File: config.mk
export PLATFORM = sky130hd
export DESIGN_NAME = llr_retry_controller_flat
export DESIGN_NICKNAME = d
export VERILOG_FILES = /design/src/rtl/llr_ctrl_pkg.sv /design/src/rtl/llr_retry_controller_if.sv /design/src/rtl/llr_ack_timer.sv /design/src/rtl/llr_retry_controller.sv /design/src/flat_wrapper.sv
export SDC_FILE = /design/constraint.sdc
export NUM_CORES = 1
export LEC_CHECK = 0
export BUFFER_PORTS_ARGS = -buffer_cell sky130_fd_sc_hd__clkbuf_2
export CAP_MARGIN = 20
export CORE_MARGIN = 4
export CORE_UTILIZATION = 40
export CTS_BUF_LIST = sky130_fd_sc_hd__clkbuf_8
export DETAILED_ROUTE_END_ITERATION = 10
export SLEW_MARGIN = 20
export SYNTH_ARGS = -nofsm -noshare
export SYNTH_HDL_FRONTEND = slang
export SYNTH_SLANG_ARGS = --single-unit
export TNS_END_PERCENT = 100
File: constraint.sdc
create_clock -name i_clk -period 3.4 [get_ports i_clk]
set_input_delay 0.51 -clock i_clk [delete_from_list [all_inputs] [get_ports i_clk]]
set_output_delay 0.51 -clock i_clk [all_outputs]
set_load 0.05 [all_outputs]
File: src/rtl/llr_ctrl_pkg.sv
// Shared types and default widths for the link-layer retry controller.
package llr_ctrl_pkg;

  localparam int unsigned PTR_W = 8;
  localparam int unsigned TMO_W = 13;
  localparam int unsigned CNT_W = 5;

  typedef enum logic [2:0] {
    LlrIdle    = 3'd0,
    LlrNormal  = 3'd1,
    LlrReq     = 3'd2,
    LlrWaitAck = 3'd3,
    LlrReplay  = 3'd4,
    LlrReinit  = 3'd5,
    LlrFailed  = 3'd6
  } llr_state_e;

endpackage

File: src/rtl/llr_retry_controller_if.sv
// Controller-side bundle between the LLR sequencer and packer/unpacker/retry buffer.
interface llr_retry_controller_if #(
  parameter int unsigned PTR_W = llr_ctrl_pkg::PTR_W,
  parameter int unsigned TMO_W = llr_ctrl_pkg::TMO_W,
  parameter int unsigned CNT_W = llr_ctrl_pkg::CNT_W
);
  logic             i_init_done;
  logic             i_pl_lnk_up;
  logic             i_flit_valid;
  logic             i_tx_ready;
  logic             i_rx_crc_bad;
  logic             i_rx_retry_ack;
  logic [PTR_W-1:0] i_replay_count;
  logic [TMO_W-1:0] i_timeout_max;
  logic [CNT_W-1:0] i_retry_threshold;
  logic [CNT_W-1:0] i_reinit_threshold;
  logic             o_wr_en;
  logic             o_rd_en;
  logic             o_req_sent_flag;
  logic             o_inc_time_out_retry;
  logic             o_phy_reinit_req;
  logic             o_link_failure;
  logic [CNT_W-1:0] o_num_retry;
  logic [CNT_W-1:0] o_num_phy_reinit;
  logic [2:0]       o_state;

  modport master (
    input  i_init_done, i_pl_lnk_up, i_flit_valid, i_tx_ready, i_rx_crc_bad, i_rx_retry_ack,
    input  i_replay_count, i_timeout_max, i_retry_threshold, i_reinit_threshold,
    output o_wr_en, o_rd_en, o_req_sent_flag, o_inc_time_out_retry, o_phy_reinit_req,
    output o_link_failure, o_num_retry, o_num_phy_reinit, o_state
  );

  modport slave (
    output i_init_done, i_pl_lnk_up, i_flit_valid, i_tx_ready, i_rx_crc_bad, i_rx_retry_ack,
    output i_replay_count, i_timeout_max, i_retry_threshold, i_reinit_threshold,
    input  o_wr_en, o_rd_en, o_req_sent_flag, o_inc_time_out_retry, o_phy_reinit_req,
    input  o_link_failure, o_num_retry, o_num_phy_reinit, o_state
  );
endinterface

File: src/rtl/llr_ack_timer.sv
// RETRY.Ack timer: load clears the count and latches the limit; expire_o marks the last
// counting cycle so the owner reacts with a registered pulse exactly limit cycles after load.
module llr_ack_timer #(
  parameter int unsigned TMO_W = llr_ctrl_pkg::TMO_W
) (
  input  logic             clk_i,
  input  logic             rst_i,
  input  logic             load_i,
  input  logic             count_i,
  input  logic [TMO_W-1:0] limit_i,
  output logic             expire_o
);
  logic [TMO_W-1:0] cnt_q, cnt_d, lim_q, lim_d;

  assign expire_o = count_i && (cnt_q == lim_q - TMO_W'(1));

  always_comb begin
    cnt_d = cnt_q;
    lim_d = lim_q;
    if (load_i) begin
      cnt_d = '0;
      lim_d = (limit_i == '0) ? TMO_W'(1) : limit_i;
    end else if (count_i && !expire_o) begin
      cnt_d = cnt_q + TMO_W'(1);
    end
  end

  always_ff @(posedge clk_i or posedge rst_i) begin
    if (rst_i) begin
      cnt_q <= '0;
      lim_q <= '0;
    end else begin
      cnt_q <= cnt_d;
      lim_q <= lim_d;
    end
  end
endmodule

File: src/rtl/llr_retry_controller.sv
// LLR sequencer: chooses retry-buffer write vs replay read, issues RETRY.Req, times out
// missing acks and escalates to PHY re-init and finally sticky link failure.
module llr_retry_controller #(
  parameter int unsigned PTR_W = llr_ctrl_pkg::PTR_W,
  parameter int unsigned TMO_W = llr_ctrl_pkg::TMO_W,
  parameter int unsigned CNT_W = llr_ctrl_pkg::CNT_W
) (
  input logic                   i_clk,
  input logic                   i_rst,
  llr_retry_controller_if.master bus
);
  import llr_ctrl_pkg::*;

  localparam logic [2:0] StIdle    = LlrIdle;
  localparam logic [2:0] StNormal  = LlrNormal;
  localparam logic [2:0] StReq     = LlrReq;
  localparam logic [2:0] StWaitAck = LlrWaitAck;
  localparam logic [2:0] StReplay  = LlrReplay;
  localparam logic [2:0] StReinit  = LlrReinit;
  localparam logic [2:0] StFailed  = LlrFailed;
  localparam logic [CNT_W-1:0] CntMax = '1;

  logic [2:0]       state_q, state_d;
  logic [PTR_W-1:0] replay_q, replay_d;
  logic [CNT_W-1:0] num_retry_q, num_retry_d, num_reinit_q, num_reinit_d;
  logic             pending_q, pending_d, seen_down_q, seen_down_d;
  logic             req_q, req_d, tmo_q, tmo_d, reinit_q, fail_q;
  logic             tmr_load, tmr_expire, wr_en, rd_en;
  logic [CNT_W-1:0] retry_thr, reinit_thr;

  assign retry_thr  = (bus.i_retry_threshold == '0) ? CNT_W'(1) : bus.i_retry_threshold;
  assign reinit_thr = (bus.i_reinit_threshold == '0) ? CNT_W'(1) : bus.i_reinit_threshold;

  llr_ack_timer #(.TMO_W(TMO_W)) u_ack_timer (
    .clk_i    (i_clk),
    .rst_i    (i_rst),
    .load_i   (tmr_load),
    .count_i  (state_q == StWaitAck),
    .limit_i  (bus.i_timeout_max),
    .expire_o (tmr_expire)
  );

  always_comb begin
    state_d      = state_q;
    replay_d     = replay_q;
    num_retry_d  = num_retry_q;
    num_reinit_d = num_reinit_q;
    pending_d    = pending_q;
    seen_down_d  = seen_down_q;
    req_d        = 1'b0;
    tmo_d        = 1'b0;
    tmr_load     = 1'b0;
    wr_en        = 1'b0;
    rd_en        = 1'b0;
    case (state_q)
      StIdle: if (bus.i_init_done && bus.i_pl_lnk_up) state_d = StNormal;
      StNormal: begin
        wr_en = bus.i_flit_valid && bus.i_tx_ready && bus.i_pl_lnk_up;
        if (bus.i_rx_crc_bad || pending_q) begin
          state_d   = StReq;
          pending_d = 1'b0;
        end
      end
      StReq: if (bus.i_tx_ready) begin
        req_d    = 1'b1;
        tmr_load = 1'b1;
        state_d  = StWaitAck;
        if (num_retry_q != CntMax) num_retry_d = num_retry_q + CNT_W'(1);
      end
      StWaitAck: begin
        // Ack has priority over a timeout expiring in the same cycle.
        if (bus.i_rx_retry_ack) begin
          num_retry_d = '0;
          replay_d    = bus.i_replay_count;
          state_d     = (bus.i_replay_count == '0) ? StNormal : StReplay;
        end else if (tmr_expire) begin
          tmo_d = 1'b1;
          if (num_retry_q >= retry_thr) begin
            state_d     = StReinit;
            num_retry_d = '0;
            seen_down_d = 1'b0;
            if (num_reinit_q != CntMax) num_reinit_d = num_reinit_q + CNT_W'(1);
          end else begin
            state_d = StReq;
          end
        end
      end
      StReplay: begin
        rd_en = bus.i_tx_ready && bus.i_pl_lnk_up;
        if (bus.i_rx_crc_bad) pending_d = 1'b1;
        if (rd_en) begin
          replay_d = replay_q - PTR_W'(1);
          if (replay_q == PTR_W'(1)) state_d = StNormal;
        end
      end
      StReinit: begin
        if (num_reinit_q >= reinit_thr) state_d = StFailed;
        else if (!bus.i_pl_lnk_up)      seen_down_d = 1'b1;
        else if (seen_down_q)           state_d = StReq;
      end
      StFailed: ;
      default: state_d = StIdle;
    endcase
  end

  always_ff @(posedge i_clk or posedge i_rst) begin
    if (i_rst) begin
      state_q      <= StIdle;
      replay_q     <= '0;
      num_retry_q  <= '0;
      num_reinit_q <= '0;
      pending_q    <= 1'b0;
      seen_down_q  <= 1'b0;
      req_q        <= 1'b0;
      tmo_q        <= 1'b0;
      reinit_q     <= 1'b0;
      fail_q       <= 1'b0;
    end else begin
      state_q      <= state_d;
      replay_q     <= replay_d;
      num_retry_q  <= num_retry_d;
      num_reinit_q <= num_reinit_d;
      pending_q    <= pending_d;
      seen_down_q  <= seen_down_d;
      req_q        <= req_d;
      tmo_q        <= tmo_d;
      reinit_q     <= (state_d == StReinit);
      fail_q       <= (state_d == StFailed);
    end
  end

  assign bus.o_wr_en              = wr_en;
  assign bus.o_rd_en              = rd_en;
  assign bus.o_req_sent_flag      = req_q;
  assign bus.o_inc_time_out_retry = tmo_q;
  assign bus.o_phy_reinit_req     = reinit_q;
  assign bus.o_link_failure       = fail_q;
  assign bus.o_num_retry          = num_retry_q;
  assign bus.o_num_phy_reinit     = num_reinit_q;
  assign bus.o_state              = state_q;
endmodule

File: src/flat_wrapper.sv
// flat-port wrapper written by rule: the top's interface ports become plain ports
module llr_retry_controller_flat import llr_ctrl_pkg::*;
#(
  parameter int unsigned PTR_W = llr_ctrl_pkg::PTR_W,
  parameter int unsigned TMO_W = llr_ctrl_pkg::TMO_W,
  parameter int unsigned CNT_W = llr_ctrl_pkg::CNT_W
)
  (i_clk, i_rst, bus_i_init_done, bus_i_pl_lnk_up, bus_i_flit_valid, bus_i_tx_ready, bus_i_rx_crc_bad, bus_i_rx_retry_ack, bus_i_replay_count, bus_i_timeout_max, bus_i_retry_threshold, bus_i_reinit_threshold, bus_o_wr_en, bus_o_rd_en, bus_o_req_sent_flag, bus_o_inc_time_out_retry, bus_o_phy_reinit_req, bus_o_link_failure, bus_o_num_retry, bus_o_num_phy_reinit, bus_o_state);
  llr_retry_controller_if #(.PTR_W(PTR_W), .TMO_W(TMO_W), .CNT_W(CNT_W)) bus_i ();
  input logic i_clk;
  input logic i_rst;
  input wire logic [$bits(bus_i.i_init_done)-1:0] bus_i_init_done;
  input wire logic [$bits(bus_i.i_pl_lnk_up)-1:0] bus_i_pl_lnk_up;
  input wire logic [$bits(bus_i.i_flit_valid)-1:0] bus_i_flit_valid;
  input wire logic [$bits(bus_i.i_tx_ready)-1:0] bus_i_tx_ready;
  input wire logic [$bits(bus_i.i_rx_crc_bad)-1:0] bus_i_rx_crc_bad;
  input wire logic [$bits(bus_i.i_rx_retry_ack)-1:0] bus_i_rx_retry_ack;
  input wire logic [$bits(bus_i.i_replay_count)-1:0] bus_i_replay_count;
  input wire logic [$bits(bus_i.i_timeout_max)-1:0] bus_i_timeout_max;
  input wire logic [$bits(bus_i.i_retry_threshold)-1:0] bus_i_retry_threshold;
  input wire logic [$bits(bus_i.i_reinit_threshold)-1:0] bus_i_reinit_threshold;
  output wire logic [$bits(bus_i.o_wr_en)-1:0] bus_o_wr_en;
  output wire logic [$bits(bus_i.o_rd_en)-1:0] bus_o_rd_en;
  output wire logic [$bits(bus_i.o_req_sent_flag)-1:0] bus_o_req_sent_flag;
  output wire logic [$bits(bus_i.o_inc_time_out_retry)-1:0] bus_o_inc_time_out_retry;
  output wire logic [$bits(bus_i.o_phy_reinit_req)-1:0] bus_o_phy_reinit_req;
  output wire logic [$bits(bus_i.o_link_failure)-1:0] bus_o_link_failure;
  output wire logic [$bits(bus_i.o_num_retry)-1:0] bus_o_num_retry;
  output wire logic [$bits(bus_i.o_num_phy_reinit)-1:0] bus_o_num_phy_reinit;
  output wire logic [$bits(bus_i.o_state)-1:0] bus_o_state;
  assign bus_i.i_init_done = bus_i_init_done;
  assign bus_i.i_pl_lnk_up = bus_i_pl_lnk_up;
  assign bus_i.i_flit_valid = bus_i_flit_valid;
  assign bus_i.i_tx_ready = bus_i_tx_ready;
  assign bus_i.i_rx_crc_bad = bus_i_rx_crc_bad;
  assign bus_i.i_rx_retry_ack = bus_i_rx_retry_ack;
  assign bus_i.i_replay_count = bus_i_replay_count;
  assign bus_i.i_timeout_max = bus_i_timeout_max;
  assign bus_i.i_retry_threshold = bus_i_retry_threshold;
  assign bus_i.i_reinit_threshold = bus_i_reinit_threshold;
  assign bus_o_wr_en = bus_i.o_wr_en;
  assign bus_o_rd_en = bus_i.o_rd_en;
  assign bus_o_req_sent_flag = bus_i.o_req_sent_flag;
  assign bus_o_inc_time_out_retry = bus_i.o_inc_time_out_retry;
  assign bus_o_phy_reinit_req = bus_i.o_phy_reinit_req;
  assign bus_o_link_failure = bus_i.o_link_failure;
  assign bus_o_num_retry = bus_i.o_num_retry;
  assign bus_o_num_phy_reinit = bus_i.o_num_phy_reinit;
  assign bus_o_state = bus_i.o_state;
  llr_retry_controller #(.PTR_W(PTR_W), .TMO_W(TMO_W), .CNT_W(CNT_W)) u_core (.i_clk(i_clk), .i_rst(i_rst), .bus(bus_i));
endmodule
# ---- Word level (Yosys, flattened, before mapping)
# Cells that the tools add are included.
# W data, S select, Z words.
dict set report totals {
  output_inout_bits 19
  word_cells 111
  inputBits 39
  register_bits 53
}
dict set report classes {
  n_mux 43
  n_eq_ne 25
  n_bitwise 1
  addsub 5
  reduce_logical 23
  order_cmp 2
}
# cell n
set ops {}
lappend ops {{$mux W13} 3}
lappend ops {{$mux W3} 12}
lappend ops {{$mux W5} 7}
lappend ops {{$pmux W3 S7} 1}
lappend ops {{$mux W8} 2}
lappend ops {{$pmux W8 S2} 1}
lappend ops {{$eq A3 B3 Y1 const B} 5}
lappend ops {{$mux W1} 14}
lappend ops {{$add A13 B1 Y13 const B} 1}
lappend ops {{$eq A13 B13 Y1} 1}
lappend ops {{$logic_not A13 Y1} 1}
lappend ops {{$sub A13 B1 Y13 const B} 1}
lappend ops {{$ne A2 B2 Y1 const B} 6}
lappend ops {{$add A5 B1 Y5 const B} 2}
lappend ops {{$ge A5 B5 Y1} 2}
lappend ops {{$logic_not A5 Y1} 2}
lappend ops {{$ne A2 B1 Y1 const B} 5}
lappend ops {{$ne A5 B5 Y1 const B} 2}
lappend ops {{$pmux W5 S2} 1}
lappend ops {{$reduce_and A5 Y1} 2}
lappend ops {{$reduce_bool A2 Y1} 5}
lappend ops {{$eq A8 B1 Y1 const B} 1}
lappend ops {{$logic_not A8 Y1} 1}
lappend ops {{$sub A8 B1 Y8 const B} 1}
lappend ops {{11 further kinds} 20}

# ---- Logic depth before layout (Yosys ltp)
# Gate-level depths: netlist (run 1).
dict set report logic_depth {
  depth_word 8
  mapped_depth 11
  depth_no_buf 11
}

# ---- By module
# From an unflattened synthesis (run 1), not the netlist that was laid out.
dict set report unflattened {
  hier_cells 380
  area_unflattened_um2 3593.4
}
# mod seq_area_each_um2 n_inst area_each_um2 cells_per_inst
set modules_own_cells {}
lappend modules_own_cells {llr_retry_controller 675.6 1 1911.8 212}
lappend modules_own_cells {llr_ack_timer 650.6 1 1681.6 168}

# ---- Worst setup path after synthesis (run 1)
# No wires, ideal clock.
dict set report synth_path {
  kind {reg2reg}
  from {reg u_core.u_ack_timer.lim_q[0]}
  to {reg u_core.num_reinit_q[1] (netlist: u_core.bus.o_num_phy_reinit[1])}
  synth_period_minus_slack_ns 3.048
  path_stages_with_launch 9
  setup_slack_ns 0.352
  required_ns 3.273
  path_buffers 1
  setup_ns 0.127
  arrival_ns 2.921
  cell_sequence {dfrtp_1 -> or4_1 -> buf_2 -> xnor2_1 -> or3_1 -> nor4_1 -> o2111ai_4 -> nor4b_4 -> mux2_1}
}
dict set report synth_between {
  elab_chain_cells 4
}
# element line_no
set synth_rtl {}
lappend synth_rtl {{from (decl)} llr_ack_timer.sv:13} ;# logic [TMO_W-1:0] cnt_q, cnt_d, lim_q, lim_d;
lappend synth_rtl {{from (signal assigned)} llr_ack_timer.sv:34} ;# lim_q <= lim_d;
lappend synth_rtl {{$sub A13 B1 Y13} llr_ack_timer.sv:15} ;# assign expire_o = count_i && (cnt_q == lim_q - TMO_W'(1));
lappend synth_rtl {{$eq A13 B13 Y1} llr_ack_timer.sv:15}
lappend synth_rtl {{$logic_and A1 B1 Y1} llr_ack_timer.sv:15}
lappend synth_rtl {{$reduce_and A5 Y1 (no source line)} --}
lappend synth_rtl {{to (signal assigned)} llr_retry_controller.sv:122} ;# num_reinit_q <= num_reinit_d;
lappend synth_rtl {{to (decl)} llr_retry_controller.sv:25} ;# logic [CNT_W-1:0] num_retry_q, num_retry_d, num_reinit_q, num_reinit_d;
# No other way between the ends.
# A chain may end at the register's enable or synchronous reset.

# ---- Final worst setup path (run 1)
dict set report layout_path {
  from {reg u_core.u_ack_timer.lim_q[0]}
  to {reg u_core.num_reinit_q[4] (netlist: u_core.bus.o_num_phy_reinit[4])}
}
# The elaborated chain is that of the path after synthesis.

==> out/qor.yml, run 1 <==
power:
  power_leakage_nw: 1.828
  power.density_nw_per_um2: 724.6
  ir_drop_mv: 0.3696
setup_path:
  critPathLaunchType: "flip-flop"
  cpMaxStageDelayCell: "or4_1"
  critical_path_class: "reg2reg"
  critPathMaxFanout: 7
  cp.required_ns: 3.60
  crit_arrival_ns: 3.42
  critical_path.most_common_cell: "or4_1"
  max_stage_delay_ns: 0.70
  path_cells: "or4_1 -> o21a_1 -> or4_1 -> o211ai_2 -> o2111ai_4 -> nor4b_4 -> mux2_1"
  endpoint_kind: "flip-flop"
synth:
  ys_ff_latch: 53
  synth_area_leaders: "dfrtp_1 39%, ha_1 6.5%, xnor2_1 4.1%"
  yosys_most_used_dff: "dfrtp_1"
  synth_nets: 435
  synthMuxAreaShare: 0.05160
  synth-xor-area-share: 0.05850
  avgSynthCellArea_um2: 9.109
  synth_top_cell_area_share: 0.3852
  yosys_warnings: 0
  synth_compound_area_frac: 0.1701
  netlist_instances: 378
  synthAdderAreaFrac: 0.06541
  synth_area_um2: 3443
  yosys.area_share.simple: 0.2260
  synthDistinctLibCells: 61
  synth_edf_count: 0
  yosysTopAreaCell: "dfrtp_1"
  synth_top_family_by_area: "simple AND/OR/NAND/NOR gates"
  synthArstFlopShare: 1.000
  yosysSeqAreaShare: 0.3852
finish:
  final_util: 0.4761
  num_antenna_cells: 0
  final_common_cell: "clkbuf_2"
  layout-drive-gt1-share: 0.2161
  nets: 491
  fill_cells: 843
  final_cell_mix: "57 x clkbuf_2, 53 x dfrtp_1, 36 x nor2_1, 27 x o21ai_0, 24 x a21oi_1"
  area_delta_synth_final_pct: 14.75
  layout.area.seq_um2: 1326
  layout.cells.non_filler: 540
  multi_input_area_um2: 1968
global_route:
  grt_max_degree: 32
  grt_overflow: 0
  track_usage: 0.1696
  grt_antenna_before_repair: 0
  grt_pass1_vias: 2890
  met3_usage: 0.02422
  use_met1: 0.2312
  busiest_layer: "met2"
  grt_pass1_wl_um: 13920
  globalRouteMet2Util: 0.2825
cts:
  post_cts_resized: 0
  path_clk_slew_ns: 0.11
  cts_tree: "yes"
  hold_buffers: 0
  htree_num_levels: 2
  clock_latency_ns: 0.31
  cts_buffers: 5
  cts.path.max_buffers: 2
  cts_sinks: 53
  root_buffer: "clkbuf_8"
  post_cts_buffers: 0
placement:
  port_buffers: 57
  dp_hpwl_um: 6227
  dp.cells: 532
  place_congestion: 0.8649
floorplan:
  die_h_um: 100.8
  core_area_um2: 8299
  start_util: 0.4149
  fp.dieW_um: 100.8
  dieArea_um2: 10160
  io_pins: 58
  row_count: 33
flow_run:
  drv_cap: 0
sta:
  fin_skew_ns: 0.008445
  tightestPinTransition_ns: 0.7501
  finalHoldViolations: 0
  finalSetupTns_ns: 0
  rsz0062_at_grt: "no"
  fmax_ghz: 0.3108
  final_max_slew_viol_count: 0
  timing.hold.ws_ns: 0.2651
  finalCriticalPeriod_ns: 3.218
  setup_viol: 0
  finalCritPeriodShare: 0.9464
  slew_headroom: 0.4999
routing:
  post_drt_wl_per_cell_um: 15.04
  routed_wl_um: 8122
  vias: 2975
  drc: 0
  drtAntennaViolNets: 0
  drt_first_pass_iters: 4
  drt_iter0_drc: 74
  vias_per_cell: 5.509
status:
  status: "complete, no violations"
worst_hold_path:
  hp-class: "in2async"
synth_stat cells, types with 5 or more instances:
cell type  count
mux2_2        12
nand4_1        6
nor3_1        10
nand2_1       22
inv_1         23
nor4_1        15
xnor2_1       16
nor2_1        36
or3_1          6
or4_1          5
and3_1         5
nor2b_1        5
xor2_1         7
nand3_1        7
dfrtp_1       53
o21ai_0       27
clkbuf_1      13
a21oi_1       24
ha_1          18
nand2b_1       6
area by class of cell:
type / count / share of cell area
multi-input cells: 286 / 0.4981
flip-flops and latches: 53 / 0.3357
repair buffers: 65 / 0.08740
well taps: 105 / 0.03325
inverters: 23 / 0.02185
clock buffers: 5 / 0.01742
clock inverters: 3 / 0.006333
path summary, 6_finish.rpt:
path | startpoint | endpoint | slack, ns | cells after the start
worst max-delay path | u_core.u_ack_timer.lim_q[0]$_DFFE_PP0P_ | u_core.bus.o_num_phy_reinit[4]$_DFFE_PP0P_ | 0.18 | 7
worst min-delay path | i_rst | u_core.u_ack_timer.lim_q[10]$_DFFE_PP0P_ | 0.27 | 2
worst max register to register | u_core.u_ack_timer.lim_q[0]$_DFFE_PP0P_ | u_core.bus.o_num_phy_reinit[4]$_DFFE_PP0P_ | 0.18 | 7
worst min register to register | u_core.replay_q[7]$_DFFE_PP0P_ | u_core.replay_q[7]$_DFFE_PP0P_ | 0.54 | 2
max in group asynchronous | i_rst | u_core.u_ack_timer.cnt_q[12]$_DFFE_PP0P_ | 2.38 | 3
min in group i_clk | bus_i_replay_count[0] | u_core.replay_q[0]$_DFFE_PP0P_ | 0.42 | 3
power by group:
group	switching, mW	internal (mW)
registers	0.310	0.838
clock network	0.233	0.149
logic	0.788	0.545
total	1.33	1.53
through the flow:
step           instance area, um^2  setup slack [ns]  total power [mW]
6_report                      3951            0.1824             2.863
5_1_grt                       3951           0.03395             3.101
4_1_cts                       3951            0.1725             2.880
3_5_place_dp                  3857            0.2035             2.488
3_3_place_gp                  3857            0.2594             2.463
2_1_floorplan                 3443            0.3518             2.137
worst max-delay path, delay by kind of cell, from the launching register on:
kind            cells  cell delay [ns]
compound gates      3             0.61
mux                 1             0.36
simple gates        3             1.68
flops               1             0.46
sequential cells by signal, summed over array words and instances (netlist names):
signal and count:
u_core.u_ack_timer.cnt_q 13, u_core.u_ack_timer.lim_q 13, u_core.replay_q 8, u_core.bus.o_num_phy_reinit 5, u_core.bus.o_num_retry 5, u_core.bus.o_state 3
u_core.bus.o_inc_time_out_retry 1, u_core.bus.o_link_failure 1, u_core.bus.o_phy_reinit_req 1, u_core.bus.o_req_sent_flag 1, u_core.pending_q 1, u_core.seen_down_q 1
cells by family after synthesis:
| logic type | count (synthesis) |
|---|---|
| mux | 16 |
| fa+ha+maj | 18 |
| buf+inv | 39 |
| simple gates | 141 |
| compound gates | 88 |
| flops | 53 |
| xor+xnor | 23 |
per-layer routing:
metal,share of wire,vias up,wire (um)
met5,0,-,0
met4,0.012,0,97
met3,0.039,11,319
met2,0.48,58,3895
met1,0.47,1415,3810
li1,-,1491,-
Note: power is estimated with default switching activity, not from simulation.
==> run 2: changes to the inputs <==
--- a/config.mk
+++ b/config.mk
@@ -8,9 +8,10 @@
 export BUFFER_PORTS_ARGS = -buffer_cell sky130_fd_sc_hd__clkbuf_2
 export CAP_MARGIN = 20
 export CORE_MARGIN = 4
-export CORE_UTILIZATION = 40
+export CORE_UTILIZATION = 59
 export CTS_BUF_LIST = sky130_fd_sc_hd__clkbuf_8
 export DETAILED_ROUTE_END_ITERATION = 10
+export PLACE_DENSITY = 0.83
 export SLEW_MARGIN = 20
 export SYNTH_ARGS = -nofsm -noshare
 export SYNTH_HDL_FRONTEND = slang
==> run 2 against run 1 <==
Flip-flop and latch count did not move. Worst hold slack lost 0.0034 ns. Worst setup slack better by 0.014 ns. Combinational power is essentially flat. Core utilization grew 23 points. First-iteration DRC count up 120%. Largest cell class unchanged. Critical path type unchanged. Sequential share of layout area up 0.29 points. Maximum frequency is 0.43% higher.
==> out/qor.yml, run 2 (synthesized netlist as in run 1, its figures left out) <==
status:
  status: "complete, no violations"
setup_path:
  reg2reg_slack_ns: 0.20
  r2r-end: "u_core.u_ack_timer.cnt_q[11]$_DFFE_PP0P_"
  ff2ff_path_depth: 10
  cpMaxStageDelayCell: "or3b_2"
  crit-reg2reg-launch: "u_core.u_ack_timer.lim_q[0]$_DFFE_PP0P_"
  cp.required_ns: 3.63
  crit_start: "u_core.u_ack_timer.lim_q[0]$_DFFE_PP0P_"
  critPathLaunchType: "flip-flop"
  cp-endpoint: "u_core.u_ack_timer.cnt_q[11]$_DFFE_PP0P_"
  path_cells: "inv_1 -> ha_1 -> or3b_2 -> a211oi_1 -> nor3_1 -> o31a_1 -> o2111ai_4 -> nand3_2 -> or4_1 -> a21oi_1"
  critPathMaxFanout: 8
  critical_path_class: "reg2reg"
  crit_arrival_ns: 3.44
  endpoint_kind: "flip-flop"
  max_stage_delay_ns: 0.55
cts:
  post_cts_buffers: 0
  clock_latency_ns: 0.31
  cts_sinks: 53
  cts_buffers: 5
  htree_num_levels: 2
  root_buffer: "clkbuf_8"
  post_cts_resized: 0
  cts.path.max_buffers: 2
  path_clk_slew_ns: 0.10
  cts_tree: "yes"
  hold_buffers: 0
floorplan:
  fp.dieW_um: 84.40
  start_util: 0.6177
  row_count: 27
  die_h_um: 84.40
  dieArea_um2: 7123
  core_area_um2: 5574
  io_pins: 58
finish:
  final_cell_mix: "57 x clkbuf_2, 53 x dfrtp_1, 36 x nor2_1, 27 x o21ai_0, 24 x a21oi_1"
  final_common_cell: "clkbuf_2"
  area_delta_synth_final_pct: 13.77
  num_antenna_cells: 0
  fill_cells: 437
  reg.largest.list: "u_core.u_ack_timer.cnt_q (13), u_core.u_ack_timer.lim_q (13), u_core.replay_q (8)"
  final_util: 0.7028
  nets: 489
  layout-drive-gt1-share: 0.2102
routing:
  drt_first_pass_iters: 4
  drt_iter0_drc: 163
  post_drt_wl_per_cell_um: 15.70
  vias_per_cell: 6.071
  vias: 3066
  routed_wl_um: 7928
  drc: 0
  drtAntennaViolNets: 0
power:
  ir_drop_mv: 0.6094
  power_leakage_nw: 1.837
  power.density_nw_per_um2: 743.2
worst_hold_path:
  hp-class: "in2async"
sta:
  layout_setup_ws_ns: 0.1963
  fin_skew_ns: 0.005980
  finalCritPeriodShare: 0.9423
  slew_headroom: 0.5136
  finalHoldViolations: 0
  timing.hold.ws_ns: 0.2616
  finalCriticalPeriod_ns: 3.204
  finalSetupTns_ns: 0
  setup_viol: 0
  rsz0062_at_grt: "no"
  tightestPinTransition_ns: 0.7296
  final_max_slew_viol_count: 0
  fmax_ghz: 0.3121
global_route:
  grt_overflow: 0
  grt_pass1_vias: 3198
  grt_pass1_wl_um: 14290
  track_usage: 0.2395
  grt_antenna_before_repair: 0
  grt_max_degree: 31
placement:
  place_congestion: 0.8811
  port_buffers: 57
  dpl_worst_slack_ns: 0.2209
  dp_hpwl_um: 6124
flow_run:
  drv_cap: 0
[run 2: routing by layer]
metal	vias up	GRT usage	wire length (um)	part of all wire
li1	1488	-	-	-
met1	1490	0.3024	3457	0.44
met2	74	0.4139	3950	0.50
met3	14	0.04024	375	0.047
met4	0	0.08633	144	0.018
met5	-	0	0	0
[run 2: area by class of cell]
| type | instances | area, um^2 | area share |
|---|---|---|---|
| repair buffers | 63 | 330.3 | 0.08432 |
| well taps | 72 | 90.09 | 0.02300 |
| multi-input cells | 286 | 1968 | 0.5024 |
| clock buffers | 6 | 82.58 | 0.02108 |
| inverters | 23 | 86.33 | 0.02204 |
| flip-flops and latches | 53 | 1326 | 0.3385 |
| clock inverters | 2 | 33.78 | 0.008623 |
[run 2: how the worst min path moves through the flow]
stage,end,slack [ns]
2_1_floorplan,u_core.replay_q[7]$_DFFE_PP0P_,0.47
3_3_place_gp,u_core.replay_q[7]$_DFFE_PP0P_,0.49
3_5_place_dp,u_core.replay_q[7]$_DFFE_PP0P_,0.51
4_1_cts,u_core.u_ack_timer.lim_q[3]$_DFFE_PP0P_,0.28
5_1_grt,u_core.u_ack_timer.lim_q[6]$_DFFE_PP0P_,0.30
6_report,u_core.bus.o_num_retry[4]$_DFFE_PP0P_,0.26
[run 2: report_power, final]
part	total (mW)	switching, mW	internal, mW
combinational	1.31	0.779	0.533
sequential	1.15	0.316	0.838
clock	0.446	0.209	0.237
[run 2: worst max-delay path: cells and delay by family, from the launching register on]
family	cells	cell delay, ns
DFF	1	0.45
adders and majority gates	1	0.19
buffers and inverters	1	0.09
and+or+nand+nor	4	1.35
AOI/OAI and AO/OA	4	1.07
[run 2: through the flow]
step           area [um^2]  instances  power, mW
6_report              3918        505      2.911
3_5_place_dp          3801        497      2.467
2_1_floorplan         3443        378      2.137
4_1_cts               3918        505      2.914
3_3_place_gp          3801        497      2.404
5_1_grt               3918        505      3.147
